$ cat config.mk
export PLATFORM = sky130hd
export DESIGN_NAME = note_detector
export DESIGN_NICKNAME = d
export VERILOG_FILES = /design/src/rtl/note_pkg.sv /design/src/rtl/tone_sync_edge.sv /design/src/rtl/note_detector.sv
export SDC_FILE = /design/constraint.sdc
export NUM_CORES = 1
export LEC_CHECK = 0
export ABC_AREA = 0
export BUFFER_PORTS_ARGS = -buffer_cell sky130_fd_sc_hd__buf_2
export CORE_MARGIN = 5
export CORE_UTILIZATION = 50
export CTS_CLUSTER_DIAMETER = 60
export DETAILED_ROUTE_END_ITERATION = 8
export PLACE_DENSITY = 0.78
export SKIP_CTS_REPAIR_TIMING = 1
export SLEW_MARGIN = 5
export SYNTH_ARGS = -nofsm -noshare
export SYNTH_HDL_FRONTEND = slang
export SYNTH_SLANG_ARGS = --single-unit
$ cat constraint.sdc
create_clock -name clk -period 10 [get_ports clk]
set_clock_uncertainty 0.2 [all_clocks]
set_input_delay 0.5 -clock clk [delete_from_list [all_inputs] [get_ports clk]]
set_output_delay 0.5 -clock clk [all_outputs]
set_load 0.01 [all_outputs]
$ cat src/rtl/note_pkg.sv
// rtl/note_pkg.sv - shared note constants, one-hot codes and period helpers
//
// Purpose: note frequencies C4..C5, the one-hot note codes shared with the
// DIP-switch tone generator, the detector state type and elaboration-time
// helpers for computing nominal tone periods.
// Ports: none (package).
package note_pkg;

    localparam int NUM_NOTES = 8;

    // Note frequencies in Hz, C4 up to C5
    localparam int unsigned FREQ_C4 = 261;
    localparam int unsigned FREQ_D4 = 293;
    localparam int unsigned FREQ_E4 = 329;
    localparam int unsigned FREQ_F4 = 349;
    localparam int unsigned FREQ_G4 = 392;
    localparam int unsigned FREQ_A4 = 440;
    localparam int unsigned FREQ_B4 = 493;
    localparam int unsigned FREQ_C5 = 523;

    // One-hot codes, identical to the generator's DIP-switch encoding
    localparam logic [7:0] NOTE_NONE = 8'b0000_0000;
    localparam logic [7:0] NOTE_C4   = 8'b0000_0001;
    localparam logic [7:0] NOTE_D4   = 8'b0000_0010;
    localparam logic [7:0] NOTE_E4   = 8'b0000_0100;
    localparam logic [7:0] NOTE_F4   = 8'b0000_1000;
    localparam logic [7:0] NOTE_G4   = 8'b0001_0000;
    localparam logic [7:0] NOTE_A4   = 8'b0010_0000;
    localparam logic [7:0] NOTE_B4   = 8'b0100_0000;
    localparam logic [7:0] NOTE_C5   = 8'b1000_0000;

    typedef enum logic {
        ST_IDLE    = 1'b0,
        ST_MEASURE = 1'b1
    } meas_state_t;

    function automatic int unsigned note_freq(input int idx);
        case (idx)
            0:       return FREQ_C4;
            1:       return FREQ_D4;
            2:       return FREQ_E4;
            3:       return FREQ_F4;
            4:       return FREQ_G4;
            5:       return FREQ_A4;
            6:       return FREQ_B4;
            default: return FREQ_C5;
        endcase
    endfunction

    function automatic logic [7:0] note_code(input int idx);
        case (idx)
            0:       return NOTE_C4;
            1:       return NOTE_D4;
            2:       return NOTE_E4;
            3:       return NOTE_F4;
            4:       return NOTE_G4;
            5:       return NOTE_A4;
            6:       return NOTE_B4;
            default: return NOTE_C5;
        endcase
    endfunction

    // Tone period in system clocks, truncated; only used at elaboration
    function automatic int unsigned nominal_period(input int unsigned sys_clk,
                                                   input int unsigned freq);
        return sys_clk / freq;
    endfunction

endpackage

$ cat src/rtl/tone_sync_edge.sv
// rtl/tone_sync_edge.sv - 2-FF synchronizer with registered rising-edge pulse
//
// Purpose: brings the asynchronous tone input into the clk domain and emits a
// one-cycle pulse per rising edge, three clocks after the pad edge.
// Ports:
//   clk     in  system clock
//   rst     in  asynchronous active-high reset
//   tone_in in  asynchronous square wave
//   rise    out one-cycle rising-edge pulse
module tone_sync_edge (
    input  logic clk,
    input  logic rst,
    input  logic tone_in,
    output logic rise
);

    logic sync1;
    logic sync2;
    logic prev;

    always_ff @(posedge clk or posedge rst) begin
        if (rst) begin
            sync1 <= 1'b0;
            sync2 <= 1'b0;
            prev  <= 1'b0;
            rise  <= 1'b0;
        end else begin
            sync1 <= tone_in;
            sync2 <= sync1;
            prev  <= sync2;
            rise  <= sync2 & ~prev;
        end
    end

endmodule

$ cat src/rtl/note_detector.sv
// rtl/note_detector.sv - tone period measurement and C4..C5 note classification
//
// Purpose: measures the clk-cycle period between rising edges of tone_in,
// classifies it against per-note tolerance windows and reports a confirmed
// note as a one-hot code.
// Ports:
//   clk         in  system clock
//   rst         in  asynchronous active-high reset
//   tone_in     in  asynchronous square-wave input
//   note_onehot out detected note (bit0=C4 .. bit7=C5), 0 = none
//   note_valid  out note_onehot is nonzero
//   note_change out one-cycle pulse when note_onehot changes
//   period      out last measured period in clk cycles
module note_detector
    import note_pkg::*;
#(
    parameter int SYS_CLK   = 100000000,
    parameter int CNT_W     = 20,
    parameter int TOL_SHIFT = 6,
    parameter int CONFIRM   = 2
) (
    input  logic             clk,
    input  logic             rst,
    input  logic             tone_in,
    output logic [7:0]       note_onehot,
    output logic             note_valid,
    output logic             note_change,
    output logic [CNT_W-1:0] period
);

    localparam logic [CNT_W-1:0] CNT_MAX = '1;
    localparam int               MW      = $clog2(CONFIRM + 1);
    localparam logic [MW-1:0]    CONF_M  = MW'(CONFIRM);

    logic rise;

    tone_sync_edge u_sync (
        .clk     (clk),
        .rst     (rst),
        .tone_in (tone_in),
        .rise    (rise)
    );

    meas_state_t      state;
    meas_state_t      state_next;
    logic [CNT_W-1:0] count;
    logic             saturated;
    logic             cnt_start;
    logic             cnt_inc;
    logic             latch;
    logic             sat_clear;
    logic             period_upd;

    // A stopped or sub-audible tone lets the counter run to all ones
    assign saturated = (state == ST_MEASURE) && (count == CNT_MAX);

    always_ff @(posedge clk or posedge rst) begin
        if (rst) begin
            state <= ST_IDLE;
        end else begin
            state <= state_next;
        end
    end

    always_comb begin
        state_next = state;
        case (state)
            ST_IDLE:    if (rise)      state_next = ST_MEASURE;
            ST_MEASURE: if (saturated) state_next = ST_IDLE;
            default:                   state_next = ST_IDLE;
        endcase
    end

    // Saturation outranks a coincident rise
    always_comb begin
        cnt_start = 1'b0;
        cnt_inc   = 1'b0;
        latch     = 1'b0;
        sat_clear = 1'b0;
        case (state)
            ST_IDLE: cnt_start = rise;
            ST_MEASURE: begin
                if (saturated) begin
                    sat_clear = 1'b1;
                end else if (rise) begin
                    latch = 1'b1;
                end else begin
                    cnt_inc = 1'b1;
                end
            end
            default: ;
        endcase
    end

    // count restarts at 1 so that a latched value is the exact edge spacing
    always_ff @(posedge clk or posedge rst) begin
        if (rst) begin
            count <= '0;
        end else if (sat_clear) begin
            count <= '0;
        end else if (cnt_start || latch) begin
            count <= CNT_W'(1);
        end else if (cnt_inc) begin
            count <= count + CNT_W'(1);
        end
    end

    always_ff @(posedge clk or posedge rst) begin
        if (rst) begin
            period     <= '0;
            period_upd <= 1'b0;
        end else begin
            period_upd <= latch;
            if (latch) begin
                period <= count;
            end
        end
    end

    // Tolerance windows, fixed at elaboration
    logic [NUM_NOTES-1:0] class_hit;

    for (genvar i = 0; i < NUM_NOTES; i++) begin : g_win
        localparam int unsigned      NOM = nominal_period(SYS_CLK, note_freq(i));
        localparam logic [CNT_W-1:0] LO  = CNT_W'(NOM - (NOM >> TOL_SHIFT));
        localparam logic [CNT_W-1:0] HI  = CNT_W'(NOM + (NOM >> TOL_SHIFT));
        assign class_hit[i] = (period >= LO) && (period <= HI);
    end

    logic [7:0] note_class;

    always_comb begin
        note_class = NOTE_NONE;
        for (int i = 0; i < NUM_NOTES; i++) begin
            if (class_hit[i]) begin
                note_class = note_class | note_code(i);
            end
        end
    end

    // Confirmation: CONFIRM identical classes in a row, "none" included
    logic [7:0]    candidate;
    logic [MW-1:0] match_cnt;
    logic [7:0]    cand_next;
    logic [MW-1:0] match_next;
    logic          take;

    always_comb begin
        cand_next  = candidate;
        match_next = match_cnt;
        if (note_class == candidate) begin
            if (match_cnt != CONF_M) begin
                match_next = match_cnt + MW'(1);
            end
        end else begin
            cand_next  = note_class;
            match_next = MW'(1);
        end
    end

    assign take = (match_next == CONF_M) && (cand_next != note_onehot);

    always_ff @(posedge clk or posedge rst) begin
        if (rst) begin
            candidate   <= NOTE_NONE;
            match_cnt   <= '0;
            note_onehot <= NOTE_NONE;
            note_change <= 1'b0;
        end else if (sat_clear) begin
            candidate   <= NOTE_NONE;
            match_cnt   <= '0;
            note_onehot <= NOTE_NONE;
            note_change <= |note_onehot;
        end else if (period_upd) begin
            candidate   <= cand_next;
            match_cnt   <= match_next;
            note_change <= take;
            if (take) begin
                note_onehot <= cand_next;
            end
        end else begin
            note_change <= 1'b0;
        end
    end

    assign note_valid = |note_onehot;

endmodule

==> impl_metrics.json, run 1 <==
{
  "grt_setup_unrepaired": "no",
  "drv_slew": 0,
  "p_leak_nw": 2.11,
  "whs_path_depth": 1,
  "ys_types": 75,
  "slowest_delay_ps": 640,
  "drt_first_pass_iters": 5,
  "clock_path_buffers": 2,
  "syn-cell-area_um2": 4490,
  "grt_use_total_pct": 23.4,
  "grt_pass1_wl_mm": 21.2,
  "finalSetupViolCount": 0,
  "met3_usage_pct": 3.76,
  "portBuffers": 32,
  "cts_sinks": 65,
  "setup.worst_path.class": "register to register",
  "synth_edf_count": 0,
  "syn_avg_cell_area_um2": 8.76,
  "final.min_clock_period_ps": 3830,
  "num_vias": 4316,
  "cts_made_buffers": 9,
  "cp_num_buf_inv": 0,
  "r2r_cells": 8,
  "setup_tns_ps": 0,
  "dieWidth_um": 105,
  "dp_hpwl_mm": 9.21,
  "grt_use_met1_pct": 31.5,
  "min_to": "u_sync.sync1$_DFF_PP0_",
  "finish.utilization_pct": 55.9,
  "placed_area_um2": 4670,
  "routabilityCongestion": 0.954,
  "cp-end-kind": "register",
  "die_h_um": 105,
  "fmax_ghz": 0.261,
  "cts-root-buf": "clkbuf_8",
  "multiInputGateArea_um2": 2650,
  "required_ps": 10070,
  "tightest_slew_ps": 1210,
  "cp_top_family": "simple AND/OR/NAND/NOR gates",
  "start_kind": "register",
  "cp_slowest_cell": "or4_4",
  "r2r-end": "note_onehot[2]$_DFFE_PP0P_",
  "diodes": 0,
  "start_util_pct": 51.5,
  "vdd_ir_drop_max_mv": 0.0803,
  "drtIter0Drc": 493,
  "r2r_setup_slack_ps": 6170,
  "yosysTopAreaCellShare_pct": 36.2,
  "regArea_um2": 1630,
  "fin_area_um2": 4870,
  "synth_ff_type": "dfrtp_1",
  "p_per_area_nw_per_um2": 134,
  "p_total_mw": 0.655,
  "async_flop_share_pct": 100,
  "antenna_left": 0,
  "synth_warnings": 0,
  "area_delta_synth_final_pct": 8.52,
  "io_pins": 33,
  "status": "finished clean",
  "grt_overflow": 0,
  "vias_per_cell": 6.76,
  "max_slew_margin_pct": 19.5,
  "ys_seq_elements": 65,
  "wl_per_cell_um": 19.7,
  "drv_cap": 0,
  "drc_errors": 0,
  "drt_wl_total_mm": 12.6,
  "synth_top_cell_by_area": "dfrtp_1",
  "synth_seq_area_share_pct": 36.2,
  "rows": 34,
  "critPathArrivalTime_ps": 3900,
  "finalHoldViolCount": 0,
  "syn_inst": 513,
  "clk_latency_ps": 350,
  "hold_path.class": "primary input to register",
  "h-tree-depth": 3,
  "grt_antenna_before_repair": 0,
  "grt_use_met2_pct": 37.0,
  "path_max_fanout": 16,
  "syn-num-nets": 518,
  "synth_area_leaders": "dfrtp_1 (36%), mux2_2 (4.3%), nand2_1 (3.9%)",
  "clk_pin_slew_ps": 80,
  "grt-busiest-layer": "met2",
  "grt_pass1_vias": 4108,
  "fillers": 768,
  "fin_crit_sh_pct": 38.3,
  "drive_gt1_share_pct": 17.0,
  "min_from": "tone_in",
  "dieArea_um2": 11000,
  "fin_nets": 530,
  "worstPathCellList": "or4_4, a211o_1, a221oi_4, mux2i_1, nand2_1, or4_4, a311oi_4, mux2i_1",
  "tritoncts": "yes",
  "grt_max_degree": 66,
  "timing.rr.start": "period[11]$_DFFE_PP0P_",
  "coreArea_um2": 8720
}
per-stage QoR:
| stage | instances | hold slack [ps] | setup WS [ps] |
|---|---|---|---|
| CTS | 638 | 42.0 | 6210 |
| floorplan | 513 | 131 | 6750 |
| detailed placement | 622 | 149 | 6220 |
| global route | 638 | 41.8 | 5940 |
| finish | 638 | 53.4 | 6170 |
| global placement | 622 | 134 | 6220 |
worst register-to-register path, stage by stage, from the launching register on:
cell      delay [ps]
dfrtp_1          580
or4_4            640
a211o_1          310
a221oi_4         400
mux2i_1          300
nand2_1           90
or4_4            500
a311oi_4         450
mux2i_1          270
logic make-up after synthesis:
| kind of cell | share of synthesized area [%] |
|---|---|
| and+or+nand+nor | 27.8 |
| AOI/OAI and AO/OA | 21.8 |
| DFF | 36.2 |
| buffers and inverters | 4.93 |
| muxes | 6.96 |
| xor gates and xnor gates | 1.75 |
| adders and majority gates | 0.557 |
final cells by class:
class                   count  area share (%)
multi-input cells         394            54.4
flip-flops and latches     65            33.4
repair buffers             35            3.75
well taps                 108            2.77
clock buffers               9            2.54
clock inverters             7            1.64
inverters                  20            1.54
synth_stat cells (4+ instances only):
| library cell | n |
|---|---|
| mux2_2 | 17 |
| or3_1 | 8 |
| and3_1 | 8 |
| nor2_1 | 39 |
| nor2b_1 | 4 |
| o211ai_1 | 6 |
| nand3b_1 | 4 |
| nor3_1 | 12 |
| o21a_1 | 4 |
| o22ai_1 | 6 |
| nand2_1 | 47 |
| buf_2 | 12 |
| xor2_1 | 6 |
| a211o_1 | 6 |
| nand3_1 | 18 |
| nand4_1 | 13 |
| or2_2 | 8 |
| mux2i_1 | 11 |
| a21oi_1 | 18 |
| o31ai_1 | 10 |
| nor4b_1 | 4 |
| a2111o_1 | 5 |
| or4_1 | 4 |
| o21ai_0 | 26 |
| nor4_1 | 11 |
| inv_1 | 20 |
| a32o_1 | 6 |
| and4_1 | 4 |
| a22o_1 | 4 |
| clkbuf_1 | 21 |
| nand2b_1 | 7 |
| dfrtp_1 | 65 |
| a211oi_1 | 4 |
| and2_1 | 11 |
flip-flops by register name, indices dropped and copies added, names as in the netlist:
| name | flops |
|---|---|
| u_sync.rise | 1 |
| period_upd | 1 |
| period | 20 |
| u_sync.prev | 1 |
| u_sync.sync1 | 1 |
| state | 1 |
| count | 20 |
| match_cnt | 2 |
| candidate | 8 |
| u_sync.sync2 | 1 |
| note_onehot | 8 |
| note_change | 1 |
how the worst max path moves through the flow:
stage	depth (start not counted)	slack (ps)	end	from
after detailed placement	8	6220	note_onehot[2]$_DFFE_PP0P_	period[11]$_DFFE_PP0P_
after CTS	8	6210	note_onehot[2]$_DFFE_PP0P_	period[11]$_DFFE_PP0P_
final	8	6170	note_onehot[2]$_DFFE_PP0P_	period[11]$_DFFE_PP0P_
after global placement	8	6220	note_onehot[0]$_DFFE_PP0P_	period[11]$_DFFE_PP0P_
after global routing	8	5940	note_onehot[0]$_DFFE_PP0P_	period[11]$_DFFE_PP0P_
after floorplan	8	6750	note_onehot[0]$_DFFE_PP0P_	period[11]$_DFFE_PP0P_
cell usage in the layout (no fill, tap or decap), types with 4 or more instances in the layout:
cell type,n
a2111o_1,5
o21ai_0,26
nand2b_1,7
o31ai_1,10
a211oi_1,4
a21oi_1,18
or2_2,8
o22ai_1,6
nor2_1,39
a22o_1,4
nor2b_1,4
inv_1,19
a211o_1,6
nand2_1,47
o21a_1,4
and2_1,11
or3_1,8
nor4b_1,4
nand4_1,13
dfrtp_1,65
nand3b_1,4
nor4_1,11
and4_1,4
and3_1,8
buf_2,32
nand3_1,18
xor2_1,6
mux2_2,17
mux2i_1,11
or4_1,4
nor3_1,12
a32o_1,6
o211ai_1,6
clkbuf_8,9
metal layers:
metal  routed length, um  share of wire, %
met2                5870                47
met5                   0                 0
met4                 423               3.4
met1                5310                42
met3                 980               7.8
power breakdown:
| part | switching, mW | leakage, nW | internal (mW) |
|---|---|---|---|
| logic | 0.0617 | 1.14 | 0.0449 |
| registers | 0.0379 | 0.878 | 0.281 |
| clock network | 0.112 | 0.0960 | 0.117 |
Note: power is estimated with default switching activity, not from simulation.
==> inputs of run 2 (changes only) <==
--- a/config.mk
+++ b/config.mk
@@ -5,13 +5,13 @@
 export SDC_FILE = /design/constraint.sdc
 export NUM_CORES = 1
 export LEC_CHECK = 0
-export ABC_AREA = 0
+export ABC_AREA = 1
 export BUFFER_PORTS_ARGS = -buffer_cell sky130_fd_sc_hd__buf_2
 export CORE_MARGIN = 5
 export CORE_UTILIZATION = 50
 export CTS_CLUSTER_DIAMETER = 60
 export DETAILED_ROUTE_END_ITERATION = 8
-export PLACE_DENSITY = 0.78
+export PLACE_DENSITY = 0.81
 export SKIP_CTS_REPAIR_TIMING = 1
 export SLEW_MARGIN = 5
 export SYNTH_ARGS = -nofsm -noshare
==> constraint.sdc (replaced) <==
create_clock -name clk -period 3.2 [get_ports clk]
set_clock_uncertainty 0.2 [all_clocks]
set_input_delay 0.16 -clock clk [delete_from_list [all_inputs] [get_ports clk]]
set_output_delay 0.16 -clock clk [all_outputs]
set_load 0.01 [all_outputs]
==> impl_metrics.json, run 2 <==
{
  "status": "finished clean",
  "start_kind": "register",
  "finalHoldViolCount": 0,
  "final_common_cell": "nand2_1",
  "grt_use_total_pct": 22.3,
  "yosysMostFrequentCell": "nand2_1",
  "synth_warnings": 0,
  "finalSetupViolCount": 0,
  "regArea_um2": 1630,
  "cp_common_cell": "nand2_1",
  "portBuffers": 32,
  "coreArea_um2": 8640,
  "synth_common_cells": "nand2_1 (192), nor2_1 (85), inv_1 (80)",
  "tritoncts": "yes",
  "clock_path_buffers": 2,
  "grt_overflow": 0,
  "grt_pass1_wl_mm": 19.9,
  "cp_num_buf_inv": 1,
  "drv_slew": 0,
  "grt_pass1_vias": 4087,
  "syn-num-nets": 656,
  "dieWidth_um": 104,
  "hold_path.class": "register to register",
  "routabilityCongestion": 1.01,
  "clk_pin_slew_ps": 70,
  "dp_hpwl_mm": 9.28,
  "fillers": 821,
  "required_ps": 3240,
  "finish.utilization_pct": 55.9,
  "rows": 34,
  "preCtsSetupSlack_ps": 437,
  "grt_antenna_before_repair": 0,
  "wl_per_cell_um": 14.8,
  "drc_errors": 0,
  "cts-root-buf": "clkbuf_8",
  "synth_edf_count": 0,
  "h-tree-depth": 3,
  "start_util_pct": 50.8,
  "yosysTopAreaCellShare_pct": 37.1,
  "drive_gt1_share_pct": 13.2,
  "antenna_left": 0,
  "drt_wl_total_mm": 11.9,
  "slowest_delay_ps": 390,
  "setup_tns_ps": 0,
  "mostFrequentLayoutCells": "nand2_1 (192), nor2_1 (85), inv_1 (79)",
  "synth_area_leaders": "dfrtp_1 (37%), nand2_1 (16%), nor2_1 (7.3%)",
  "ys_types": 34,
  "p_leak_nw": 2.40,
  "multiInputGateArea_um2": 2360,
  "fin_nets": 692,
  "cp-end-kind": "register",
  "drtIter0Drc": 443,
  "synth_ff_type": "dfrtp_1",
  "vias_per_cell": 5.55,
  "num_vias": 4437,
  "setup.worst_path.class": "register to register",
  "reg_top3": "count x20, period x20",
  "p_per_area_nw_per_um2": 390,
  "vdd_ir_drop_max_mv": 0.330,
  "syn_inst": 651,
  "synth_seq_area_share_pct": 37.1,
  "dieArea_um2": 10800,
  "worstPathCellList": "ha_1, nand3_1, nor3_1, nand2_1, nor2_1, nand3_1, nor2_1, nand2_1, clkinv_1, nor2_2, nand2_1, o22ai_1",
  "ys_seq_elements": 65,
  "max_slew_margin_pct": 46.1,
  "fin_crit_sh_pct": 87.6,
  "grt_setup_unrepaired": "no",
  "cp_top_family": "simple AND/OR/NAND/NOR gates",
  "fmax_ghz": 0.357,
  "final.min_clock_period_ps": 2800,
  "die_h_um": 104,
  "drt_first_pass_iters": 5,
  "tightest_slew_ps": 809,
  "drv_cap": 0,
  "cts_sinks": 65,
  "io_pins": 33,
  "clk_latency_ps": 340,
  "cts_made_buffers": 9,
  "diodes": 0,
  "syn_avg_cell_area_um2": 6.74,
  "fin_ws_ps": 396,
  "cp_slowest_cell": "dfrtp_1",
  "area_delta_synth_final_pct": 9.98,
  "synth_top_cell_by_area": "dfrtp_1",
  "path_max_fanout": 14,
  "async_flop_share_pct": 100,
  "grt_max_degree": 66,
  "syn-cell-area_um2": 4390,
  "critPathArrivalTime_ps": 2840
}
## run 2: cell types whose count changed after synthesis, moves of 9 or more
cell | before | now
mux2_2 | 17 | 1
and2_1 | 11 | 0
xor2_1 | 6 | 17
nor2_1 | 39 | 85
nand2_1 | 47 | 192
nand2_2 | 0 | 9
nand3_1 | 18 | 61
inv_1 | 20 | 80
buf_2 | 12 | 2
clkbuf_1 | 21 | 5
o31ai_1 | 10 | 0
o21ai_0 | 26 | 38
mux2i_1 | 11 | 0
## run 2: final timing paths
path	startpoint	end	slack, ps	cells after the start
worst max-delay path	count[0]$_DFFE_PP0P_	count[11]$_DFFE_PP0P_	400	12
worst max register to register	count[0]$_DFFE_PP0P_	count[11]$_DFFE_PP0P_	400	12
worst min-delay path	u_sync.sync1$_DFF_PP0_	u_sync.sync2$_DFF_PP0_	160	0
max in group asynchronous	rst	state$_DFF_PP0_	1860	4
min in group asynchronous	rst	u_sync.sync1$_DFF_PP0_	390	4
worst min register to register	u_sync.sync1$_DFF_PP0_	u_sync.sync2$_DFF_PP0_	160	0
## run 2: metal layers
layer	share of wire, %	global-route usage (%)	up-vias
met3	7.8	5.29	23
li1	-	-	2161
met4	1.9	6.48	0
met5	0	0	-
met1	42	29.8	2085
met2	48	35.9	168
## run 2: cells by family after synthesis
family / share of synthesized area (%)
xor gates and xnor gates: 3.59
buffers and inverters: 9.21
adders and majority gates: 0.570
AOI/OAI and AO/OA: 8.24
DFF: 37.1
and+or+nand+nor: 41.1
muxes: 0.257
## run 2: final cells by class
type | instances | share of cell area [%]
Inverter | 87 | 6.77
Timing Repair Buffer | 37 | 4.20
Clock buffer | 9 | 2.57
Clock inverter | 7 | 1.11
Tap cell | 108 | 2.80
Multi-Input combinational cell | 487 | 48.9
Sequential cell | 65 | 33.7
## run 2: power breakdown
group | internal, mW | switching [mW] | total [mW]
sequential | 0.873 | 0.0544 | 0.927
combinational | 0.0976 | 0.219 | 0.317
clock | 0.286 | 0.352 | 0.638
total | 1.26 | 0.626 | 1.88
## run 2: stage by stage
step / std cells / hold WS, ps / cell area, um^2 / total power [mW]
after global routing: 800 / 180 / 4830 / 1.98
final: 800 / 158 / 4830 / 1.88
after floorplan: 651 / -8.57 / 4390 / 1.16
after global placement: 782 / 72.6 / 4630 / 1.25
after CTS: 798 / -296 / 4810 / 1.88
after detailed placement: 782 / 69.9 / 4630 / 1.25
